===== config.mk =====
export PLATFORM = sky130hd
export DESIGN_NAME = load_sequencer_flat
export DESIGN_NICKNAME = d
export VERILOG_FILES = /design/src/rtl/vTPU_pkg.sv /design/src/rtl/load_sequencer_if.sv /design/src/rtl/row_tile_counter.sv /design/src/rtl/load_sequencer.sv /design/src/flat_wrapper.sv
export SDC_FILE = /design/constraint.sdc
export NUM_CORES = 1
export LEC_CHECK = 0
export CAP_MARGIN = 10
export CORE_UTILIZATION = 53
export CTS_CLUSTER_DIAMETER = 120
export DETAILED_ROUTE_END_ITERATION = 7
export GPL_ROUTABILITY_DRIVEN = 0
export HOLD_SLACK_MARGIN = 0.06
export PLACE_DENSITY = 0.86
export SYNTH_ARGS = -nofsm -noshare
export SYNTH_HDL_FRONTEND = slang
export SYNTH_HIERARCHICAL = 1
export SYNTH_SLANG_ARGS = --single-unit

===== constraint.sdc =====
create_clock -name clk -period 4.3 [get_ports clk]
set_clock_uncertainty 0.2 [all_clocks]
set_input_delay 0.43 -clock clk [delete_from_list [all_inputs] [get_ports clk]]
set_output_delay 0.43 -clock clk [all_outputs]
set_load 0.005 [all_outputs]

===== src/rtl/vTPU_pkg.sv =====
// vTPU_pkg
// Shared types and default constants for the load sequencer slice.
//   load_seq_state_t : sequencer FSM state (IDLE, RUN, DONE)
//   DEFAULT_*        : default widths used by the interface and the modules
//   tile_index_width : width of an index that counts 0 .. rows-1
package vTPU_pkg;

   localparam int DEFAULT_COUNTER_WIDTH = 32;
   localparam int DEFAULT_LENGTH_WIDTH  = 16;
   localparam int DEFAULT_MATRIX_WIDTH  = 14;

   typedef enum logic [1:0] {
      IDLE = 2'd0,
      RUN  = 2'd1,
      DONE = 2'd2
   } load_seq_state_t;

   // A one-row tile still needs a one-bit index.
   function automatic int tile_index_width(input int rows);
      return (rows > 1) ? $clog2(rows) : 1;
   endfunction

endpackage


===== src/rtl/load_sequencer_if.sv =====
// load_sequencer_if
// Instruction handshake plus row-address stream of the load sequencer.
//   instr_valid/instr_ready : load instruction handshake
//   instr_addr, instr_len   : start address and number of rows
//   addr_valid, addr        : row address issued downstream
//   tile_last, addr_last    : last row of a tile / of the instruction
// modport slave  : the sequencer side
// modport master : the side issuing instructions and consuming addresses
interface load_sequencer_if
   import vTPU_pkg::*;
#(
   parameter int COUNTER_WIDTH = DEFAULT_COUNTER_WIDTH,
   parameter int LENGTH_WIDTH  = DEFAULT_LENGTH_WIDTH
);

   logic                     instr_valid;
   logic                     instr_ready;
   logic [COUNTER_WIDTH-1:0] instr_addr;
   logic [LENGTH_WIDTH-1:0]  instr_len;
   logic                     addr_valid;
   logic [COUNTER_WIDTH-1:0] addr;
   logic                     tile_last;
   logic                     addr_last;

   modport slave (
      input  instr_valid, instr_addr, instr_len,
      output instr_ready, addr_valid, addr, tile_last, addr_last
   );

   modport master (
      output instr_valid, instr_addr, instr_len,
      input  instr_ready, addr_valid, addr, tile_last, addr_last
   );

endinterface


===== src/rtl/row_tile_counter.sv =====
// row_tile_counter
// Row index of the current instruction plus the row position inside a tile.
//   clk, rst  : clock, asynchronous active-low reset
//   clear     : restart both indices at 0
//   advance   : step to the next row
//   len       : row count of the current instruction
//   row       : current row index
//   tile_wrap : current row is the last row of a tile
//   last      : current row is row len-1
module row_tile_counter
   import vTPU_pkg::*;
#(
   parameter int LENGTH_WIDTH = DEFAULT_LENGTH_WIDTH,
   parameter int MATRIX_WIDTH = DEFAULT_MATRIX_WIDTH
) (
   input  logic                    clk,
   input  logic                    rst,
   input  logic                    clear,
   input  logic                    advance,
   input  logic [LENGTH_WIDTH-1:0] len,
   output logic [LENGTH_WIDTH-1:0] row,
   output logic                    tile_wrap,
   output logic                    last
);

   localparam int TILE_WIDTH = tile_index_width(MATRIX_WIDTH);
   localparam logic [TILE_WIDTH-1:0]   TILE_MAX = TILE_WIDTH'(MATRIX_WIDTH - 1);
   localparam logic [TILE_WIDTH-1:0]   TILE_ONE = TILE_WIDTH'(1);
   localparam logic [LENGTH_WIDTH-1:0] ROW_ONE  = LENGTH_WIDTH'(1);

   logic [TILE_WIDTH-1:0] tile;

   // Clear wins over advance so a freshly accepted instruction always starts
   // at row 0 / tile position 0.
   always_ff @(posedge clk or negedge rst) begin
      if (!rst) begin
         row  <= '0;
         tile <= '0;
      end else if (clear) begin
         row  <= '0;
         tile <= '0;
      end else if (advance) begin
         row  <= row + ROW_ONE;
         tile <= tile_wrap ? '0 : tile + TILE_ONE;
      end
   end

   assign tile_wrap = (tile == TILE_MAX);

   // The row never passes len-1, so a full-scale len cannot overflow row.
   assign last = (row == len - ROW_ONE);

endmodule


===== src/rtl/load_sequencer.sv =====
// load_sequencer
// Turns a (start address, row count) load instruction into a stream of row
// addresses for the downstream load counter.
//   clk, rst : clock, asynchronous active-low reset
//   enable   : global pipeline advance, all state holds while low
//   abort    : cancels the running sequence
//   bus      : instruction handshake and row-address stream (slave side)
//   busy     : FSM not in IDLE
//   done     : one-cycle completion pulse
module load_sequencer
   import vTPU_pkg::*;
#(
   parameter int COUNTER_WIDTH = DEFAULT_COUNTER_WIDTH,
   parameter int LENGTH_WIDTH  = DEFAULT_LENGTH_WIDTH,
   parameter int MATRIX_WIDTH  = DEFAULT_MATRIX_WIDTH
) (
   input  logic              clk,
   input  logic              rst,
   input  logic              enable,
   input  logic              abort,
   load_sequencer_if.slave   bus,
   output logic              busy,
   output logic              done
);

   load_seq_state_t          state;
   logic [COUNTER_WIDTH-1:0] base;
   logic [LENGTH_WIDTH-1:0]  len;
   logic [LENGTH_WIDTH-1:0]  row;
   logic                     tile_wrap;
   logic                     row_last;
   logic                     accept;
   logic                     advance;

   // Ready is held low while reset is asserted, then follows IDLE.
   assign bus.instr_ready = rst && (state == IDLE);

   // An abort arriving with the instruction drops it.
   assign accept  = bus.instr_valid && bus.instr_ready && enable && !abort;
   assign advance = enable && (state == RUN) && !abort && !row_last;

   row_tile_counter #(
      .LENGTH_WIDTH (LENGTH_WIDTH),
      .MATRIX_WIDTH (MATRIX_WIDTH)
   ) counter (
      .clk       (clk),
      .rst       (rst),
      .clear     (accept),
      .advance   (advance),
      .len       (len),
      .row       (row),
      .tile_wrap (tile_wrap),
      .last      (row_last)
   );

   // Sequencer FSM with the latched instruction fields. Nothing moves while
   // enable is low, so a paused sequence resumes on the same row.
   always_ff @(posedge clk or negedge rst) begin
      if (!rst) begin
         state <= IDLE;
         base  <= '0;
         len   <= '0;
      end else if (enable) begin
         case (state)
            IDLE: begin
               if (accept) begin
                  base <= bus.instr_addr;
                  len  <= bus.instr_len;
                  if (bus.instr_len == '0) begin
                     state <= DONE;
                  end else begin
                     state <= RUN;
                  end
               end
            end
            RUN: begin
               if (abort) begin
                  state <= IDLE;
               end else if (row_last) begin
                  state <= DONE;
               end
            end
            DONE: begin
               state <= IDLE;
            end
            default: begin
               state <= IDLE;
            end
         endcase
      end
   end

   // The row shown is the one held in registers since the last update; the
   // enable gate hides it during a stall so each row is offered exactly once
   // in an enabled cycle.
   assign bus.addr_valid = enable && (state == RUN);
   assign bus.addr       = base + COUNTER_WIDTH'(row);
   assign bus.addr_last  = bus.addr_valid && row_last;
   assign bus.tile_last  = bus.addr_valid && (tile_wrap || row_last);

   assign busy = (state != IDLE);
   assign done = enable && (state == DONE);

endmodule


===== src/flat_wrapper.sv =====
// flat-port wrapper written by rule: the top's interface ports become plain ports
module load_sequencer_flat import vTPU_pkg::*;
#(
   parameter int COUNTER_WIDTH = DEFAULT_COUNTER_WIDTH,
   parameter int LENGTH_WIDTH  = DEFAULT_LENGTH_WIDTH,
   parameter int MATRIX_WIDTH  = DEFAULT_MATRIX_WIDTH
)
  (clk, rst, enable, abort, busy, done, bus_instr_valid, bus_instr_addr, bus_instr_len, bus_instr_ready, bus_addr_valid, bus_addr, bus_tile_last, bus_addr_last);
  load_sequencer_if #(.COUNTER_WIDTH(COUNTER_WIDTH), .LENGTH_WIDTH(LENGTH_WIDTH)) bus_i ();
  input  logic clk;
  input  logic rst;
  input  logic enable;
  input  logic abort;
  output logic busy;
  output logic done;
  input wire logic [$bits(bus_i.instr_valid)-1:0] bus_instr_valid;
  input wire logic [$bits(bus_i.instr_addr)-1:0] bus_instr_addr;
  input wire logic [$bits(bus_i.instr_len)-1:0] bus_instr_len;
  output wire logic [$bits(bus_i.instr_ready)-1:0] bus_instr_ready;
  output wire logic [$bits(bus_i.addr_valid)-1:0] bus_addr_valid;
  output wire logic [$bits(bus_i.addr)-1:0] bus_addr;
  output wire logic [$bits(bus_i.tile_last)-1:0] bus_tile_last;
  output wire logic [$bits(bus_i.addr_last)-1:0] bus_addr_last;
  assign bus_i.instr_valid = bus_instr_valid;
  assign bus_i.instr_addr = bus_instr_addr;
  assign bus_i.instr_len = bus_instr_len;
  assign bus_instr_ready = bus_i.instr_ready;
  assign bus_addr_valid = bus_i.addr_valid;
  assign bus_addr = bus_i.addr;
  assign bus_tile_last = bus_i.tile_last;
  assign bus_addr_last = bus_i.addr_last;
  load_sequencer #(.COUNTER_WIDTH(COUNTER_WIDTH), .LENGTH_WIDTH(LENGTH_WIDTH), .MATRIX_WIDTH(MATRIX_WIDTH)) u_core (.clk(clk), .rst(rst), .enable(enable), .abort(abort), .bus(bus_i), .busy(busy), .done(done));
endmodule

== Word-level counts from Yosys, hierarchy flattened ==
Cells that the tools add are included.
Cells by class
  add/subtract/negate cells: 4
  equality and inequality tests: 6
  multiplexer cells: 10
  reductions and logical operators: 19
Operators with widths (number)
  $add 32x16->32: 1
  $mux 16: 2
  $add 16x1->16 const B: 1
  $eq 16x16->1: 1
  $logic_not 16->1: 1
  $sub 16x1->16 const B: 1
  $mux 4: 3
  $logic_and 1x1->1: 10
  $mux 2: 4
  $reduce_and 3->1: 2
  $add 4x1->4 const B: 1
  $eq 4x4->1 const B: 1
  $pmux 2 s2: 1
  $reduce_bool 2->1: 2
  $ne 3x2->1 const B: 1
  $eq 2x1->1 const B: 1
  $eq 2x2->1 const B: 1
  $logic_not 1->1: 2
  $logic_not 2->1: 1
  $ne 2x1->1 const B: 1
  $logic_or 1x1->1: 1
Storage, ports and cells
  register bits after elaboration: 70
  input bits: 53
  output and inout bits: 38

== Logic depth before layout (Yosys ltp) ==
Gate-level depths: netlist (run 1).
  word-level depth: 7
  mapped depth: 14
  depth with buffers taken out: 14

== Cells and area by module ==
Netlist (run 1), hierarchy kept.
Modules (own cells, without submodules)
  load_sequencer: instances 1, cells an instance 294, area an instance 3144.3 µm², sequential area each 1251.2 µm²
  row_tile_counter: instances 1, cells an instance 175, area an instance 1539.0 µm², sequential area each 500.5 µm²

== Worst setup path before layout (run 1) ==
No wires, ideal clock.
  path kind: register to register
  start: register u_core.len[0]
  end: register u_core.counter.row[14]
  data arrival time: 3.429 ns
  path slack: 0.539 ns
  cell stages (with the launch flop): 15
  buffers on the path: 0
  period minus slack after synthesis: 3.761 ns
  cells stage by stage: dfrtp_1 -> inv_1 -> ha_1 -> or4b_4 -> and4bb_2 -> xnor2_1 -> nand4_1 -> or4_1 -> a2111oi_2 -> nor3_1 -> o211ai_1 -> nor2_1 -> nand4_1 -> xor2_1 -> nor2_1
Between the ends
  word-level cells in the longest chain between the ends: 5
RTL lines
  start: declaration: line load_sequencer.sv:28  | logic [LENGTH_WIDTH-1:0] len;
  start signal: assignment: line load_sequencer.sv:68  | len <= bus.instr_len;
  $sub 16x1->16: line row_tile_counter.sv:51  | assign last = (row == len - ROW_ONE);
  $eq 16x16->1: line row_tile_counter.sv:51
  via u_core.row_last: line load_sequencer.sv:31  | logic row_last;
  $logic_not 1->1: line load_sequencer.sv:40  | assign advance = enable && (state == RUN) && !abort && !row_last;
  $logic_and 1x1->1: line load_sequencer.sv:40
  via u_core.advance: line load_sequencer.sv:33  | logic advance;
  $reduce_bool 2->1 (no line)
  end signal: assignment: line row_tile_counter.sv:43  | row <= row + ROW_ONE;
  end: declaration: line row_tile_counter.sv:21  | output logic [LENGTH_WIDTH-1:0] row,
The timed path passes the listed nets, and every way through them passes these cells.
A chain may end at the register's enable or synchronous reset.

== Worst setup path in the final report (run 1) ==
  start: register u_core.len[0]
  end: output port bus_addr_last
Between the ends
  word-level cells in the longest chain between the ends: 3
RTL lines
  $sub 16x1->16: line row_tile_counter.sv:51
  $eq 16x16->1: line row_tile_counter.sv:51
  via u_core.row_last: line load_sequencer.sv:31
  $logic_and 1x1->1: line load_sequencer.sv:98  | assign bus.addr_last = bus.addr_valid && row_last;
  end: declaration: line flat_wrapper.sv:23  | output wire logic [$bits(bus_i.addr_last)-1:0] bus_addr_last;
The timed path passes the listed nets, and every way through them passes these cells.

==> results of run 1 <==
-- flip-flops by register name, indices dropped and copies added, names as in the netlist --
name,count
u_core/base,32
u_core/counter/row,16
u_core/state,2
u_core/counter/tile,4
u_core/len,16
-- worst min path at each step --
| stage | startpoint | to | cells past startpoint |
|---|---|---|---|
| 2_1_floorplan | rst | u_core/base[0]$_DFFE_PN0P_ | 0 |
| 3_3_place_gp | u_core/base[15]$_DFFE_PN0P_ | u_core/base[15]$_DFFE_PN0P_ | 1 |
| 3_5_place_dp | u_core/base[15]$_DFFE_PN0P_ | u_core/base[15]$_DFFE_PN0P_ | 1 |
| 4_1_cts | rst | u_core/len[13]$_DFFE_PN0P_ | 2 |
| 5_1_grt | rst | u_core/len[13]$_DFFE_PN0P_ | 2 |
| 6_report | rst | u_core/len[7]$_DFFE_PN0P_ | 2 |
-- synthesized netlist by cell type, types with 6 or more instances --
master                     instances
sky130_fd_sc_hd__a21o_1            7
sky130_fd_sc_hd__a21oi_1          26
sky130_fd_sc_hd__and2_1            7
sky130_fd_sc_hd__and3_1            9
sky130_fd_sc_hd__clkbuf_1          6
sky130_fd_sc_hd__dfrtp_1          70
sky130_fd_sc_hd__ha_1             20
sky130_fd_sc_hd__inv_1            13
sky130_fd_sc_hd__mux2_2           46
sky130_fd_sc_hd__nand2_1          27
sky130_fd_sc_hd__nand3_1          12
sky130_fd_sc_hd__nand4_1           9
sky130_fd_sc_hd__nor2_1           37
sky130_fd_sc_hd__nor3_1            8
sky130_fd_sc_hd__o21ai_0          20
sky130_fd_sc_hd__or3_1             7
sky130_fd_sc_hd__xnor2_1          33
sky130_fd_sc_hd__xor2_1           26
-- cell usage in the layout (no fill, tap or decap), types with 5 or more instances in the layout --
cell type                          n
sky130_fd_sc_hd__a21oi_1          26
sky130_fd_sc_hd__dfrtp_1          70
sky130_fd_sc_hd__o21ai_0          20
sky130_fd_sc_hd__xnor2_1          33
sky130_fd_sc_hd__nand3_1          12
sky130_fd_sc_hd__clkdlybuf4s50_1  88
sky130_fd_sc_hd__or3_1             7
sky130_fd_sc_hd__xor2_1           26
sky130_fd_sc_hd__and3_1            9
sky130_fd_sc_hd__mux2_2           46
sky130_fd_sc_hd__o211ai_1          5
sky130_fd_sc_hd__nand4_1           9
sky130_fd_sc_hd__clkbuf_8         11
sky130_fd_sc_hd__nand2_1          27
sky130_fd_sc_hd__nor4_1            5
sky130_fd_sc_hd__inv_1            12
sky130_fd_sc_hd__a21o_1            7
sky130_fd_sc_hd__buf_4            11
sky130_fd_sc_hd__nor2_1           37
sky130_fd_sc_hd__and2_1            7
sky130_fd_sc_hd__nor3_1            8
sky130_fd_sc_hd__ha_1             19
-- layer usage --
| layer | wire (um) | vias to the layer above | GRT usage, % |
|---|---|---|---|
| met2 | 5769 | 140 | 44.44 |
| li1 | - | 1912 | - |
| met1 | 4811 | 2032 | 33.20 |
| met4 | 274 | 0 | 11.32 |
| met5 | 0 | - | 0 |
| met3 | 569 | 25 | 4.660 |
-- cells by family (layout without fill, tap and decap cells) --
group / count (synthesis) / count (layout) / synth area share (%)
adders and majority gates: 21 / 21 / 5.771
buffers and inverters: 26 / 130 / 2.217
muxes: 50 / 50 / 11.92
DFF: 70 / 70 / 37.40
xor gates and xnor gates: 59 / 59 / 11.03
AOI/OAI and AO/OA: 91 / 91 / 13.76
and+or+nand+nor: 152 / 152 / 17.90
-- power groups by stage --
stage | Clock [uW] | Combinational, uW | Sequential, uW
floorplan | 0 | 719 | 1020
global placement | 0 | 1130 | 1070
detailed placement | 0 | 1180 | 1090
CTS | 743 | 1200 | 1080
global route | 769 | 1360 | 1120
finish | 732 | 1230 | 1090
-- worst max-delay path: stages, from the launching register on --
cell and delay, ns:
sky130_fd_sc_hd__dfrtp_1 0.45, sky130_fd_sc_hd__inv_2 0.11, sky130_fd_sc_hd__ha_4 0.17, sky130_fd_sc_hd__or4b_4 0.49, sky130_fd_sc_hd__and4bb_2 0.32, sky130_fd_sc_hd__xnor2_1 0.11
sky130_fd_sc_hd__nand4_1 0.10, sky130_fd_sc_hd__or4_4 0.44, sky130_fd_sc_hd__a2111oi_4 0.39, sky130_fd_sc_hd__and2_1 0.18, sky130_fd_sc_hd__clkdlybuf4s50_1 0.50
-- repair_timing --
item / in CTS / in global routing
pin swaps: 1 / 3
endpoints found under the setup margin: 4 / 11
resized for setup: 2 / 5
buffers inserted: 1 / 6
-- per-stage QoR --
stage	hold slack [ns]	cell area [sq um]	setup WS, ns	instances
after global routing	0.1991	6062	-0.1369	678
after detailed placement	0.3055	5687	0.1543	655
final	0.1460	6062	0.05767	678
after floorplan	-0.06559	4683	0.5392	469
after global placement	0.2980	5687	0.2729	655
after CTS	0.1778	5998	0.003463	672
-- layout make-up --
class	count	area, sq um
Tap cell	105	131.4
Fill cell	585	2320
Multi-Input combinational cell	373	2869
Inverter	13	48.80
Clock inverter	5	128.9
Sequential cell	70	1752
Timing Repair Buffer	101	980.9
Clock buffer	11	151.4
==> reports/qor.yml, run 1 <==
status:
  status: "complete, no violations"
pwr:
  leakagePower_uw: 0.002565
  vdd_ir_max_mv: 0.3205
  switching_power_as_a_share_of_total_power_pct: 33.35
  power_report.internal_total_uw: 2036
  share_clk_of_total_power_pct: 24.0
  sequentialPowerShare_pct: 35.6
  total_power_uw: 3055
  switching_power_uw: 1019
  power.combinational.fraction_pct: 40.4
  powerDensity_mw_per_mm2: 503.9
timing:
  post-route-min-period_ns: 4.242
  fin_crit_sh_pct: 98.66
  max_freq_ghz: 0.2357
  worst-slew-pin-transition_ns: 0.8752
  setup_viol_count_final: 0
  slew_viol_final: 0
  max_slew_margin_pct: 41.65
  setup_tns_ns: 0
  number_of_endpoints_with_negative_hold_slack_in_the_final_report: 0
grt:
  number_of_global_route_vias_before_repair: 3958
  grt_pass1_wl_um: 18600
  maximum_number_of_pins_on_one_net_before_global_route_repair: 71
  grt_antenna_before_repair: 0
  grt_overflow: 0
  track_usage_pct: 26.39
die:
  floorplan.initialDensity_pct: 55.87
  fp.dieArea_sq_mm: 0.009216
  io_pins: 91
  die_w_um: 96
  core_area_sq_mm: 0.008382
  floorplan.rows: 33
  die_h_um: 96
drt:
  drt-vias-per-instance: 6.060
  vias: 4109
  post_drt_wl_per_cell_um: 16.85
  post-route-drc-count: 0
  drt-initial-drc-count: 233
  antenna_left: 0
  wl_um: 11430
  drt-pass1-iter-count: 4
synthesis:
  yosysSeqAreaShare_pct: 37.40
  synth_enable_flop_cells: 0
  synth_top_cells_by_area: "sky130_fd_sc_hd__dfrtp_1, sky130_fd_sc_hd__mux2_2, sky130_fd_sc_hd__xnor2_1, sky130_fd_sc_hd__ha_1, sky130_fd_sc_hd__xor2_1"
  synthesis.yosys.warnings: 6
  synth.cell_area_sq_mm: 0.004683
  post_synth_num_cell_types: 67
  netlist.area_leader.share_pct: 37.40
  yosys.area.top_type: "sky130_fd_sc_hd__dfrtp_1"
  synthesis_stage_register_bit_count: 70
  synth.net_count: 543
  ys_async_rst_share_pct: 100.0
  postSynth.topFlopCell: "sky130_fd_sc_hd__dfrtp_1"
  number_of_cells_produced_by_synthesis: 469
  avgSynthCellArea_sq_um: 9.986
clock_network:
  worstSkewPairLatency_ns: 0.35
  htreeDepth: 3
  cts_tree: "yes"
  clk_pin_slew_ns: 0.08
  ctsLongestPathBuffers: 2
  hold_buffers: 0
  clock_sinks: 70
  cts_made_buffers: 9
  root_buffer: "sky130_fd_sc_hd__clkbuf_8"
critical_path:
  worst_r2r_startpoint: "u_core/len[0]$_DFFE_PN0P_"
  timing_worst_setup_path_type: "flop to primary output"
  critical_path.startpoint: "u_core/len[0]$_DFFE_PN0P_"
  ff_to_ff_end: "u_core/counter/row[5]$_DFFE_PN0P_"
  worst_setup_path_start_kind: "flop"
  critical_path.max_fanout: 7
  worstSetupEndpointType: "primary output"
  timing.critical_path.to: "bus_addr_last"
  r2r_slack_ns: 0.28
  critPathArrivalTime_ns: 3.61
  required_ns: 3.67
  reg2reg_depth: 13
placed_design:
  place.detailed.hpwl_um: 8237
  port_buffers: 90
layout:
  post-route-util_pct: 72.32
  post_route_cells_drive_above_1_share_pct: 16.06
  n_antenna_cell: 0
  final_stage_net_count: 642
  area.growth.synth_to_final_pct: 29.44
hold_path:
  worstHoldPathType: "input pin to async pin"
flow_run:
  drv.max_cap_violation_count: 0
Power figures use the tool's default switching activity.
==> run 2, diff against run 1 <==
SKIP_LAST_GASP = 1   (was unset)
==> results of run 2 <==
Same layout as run 1: the final DEF is identical, and so are final timing and power.
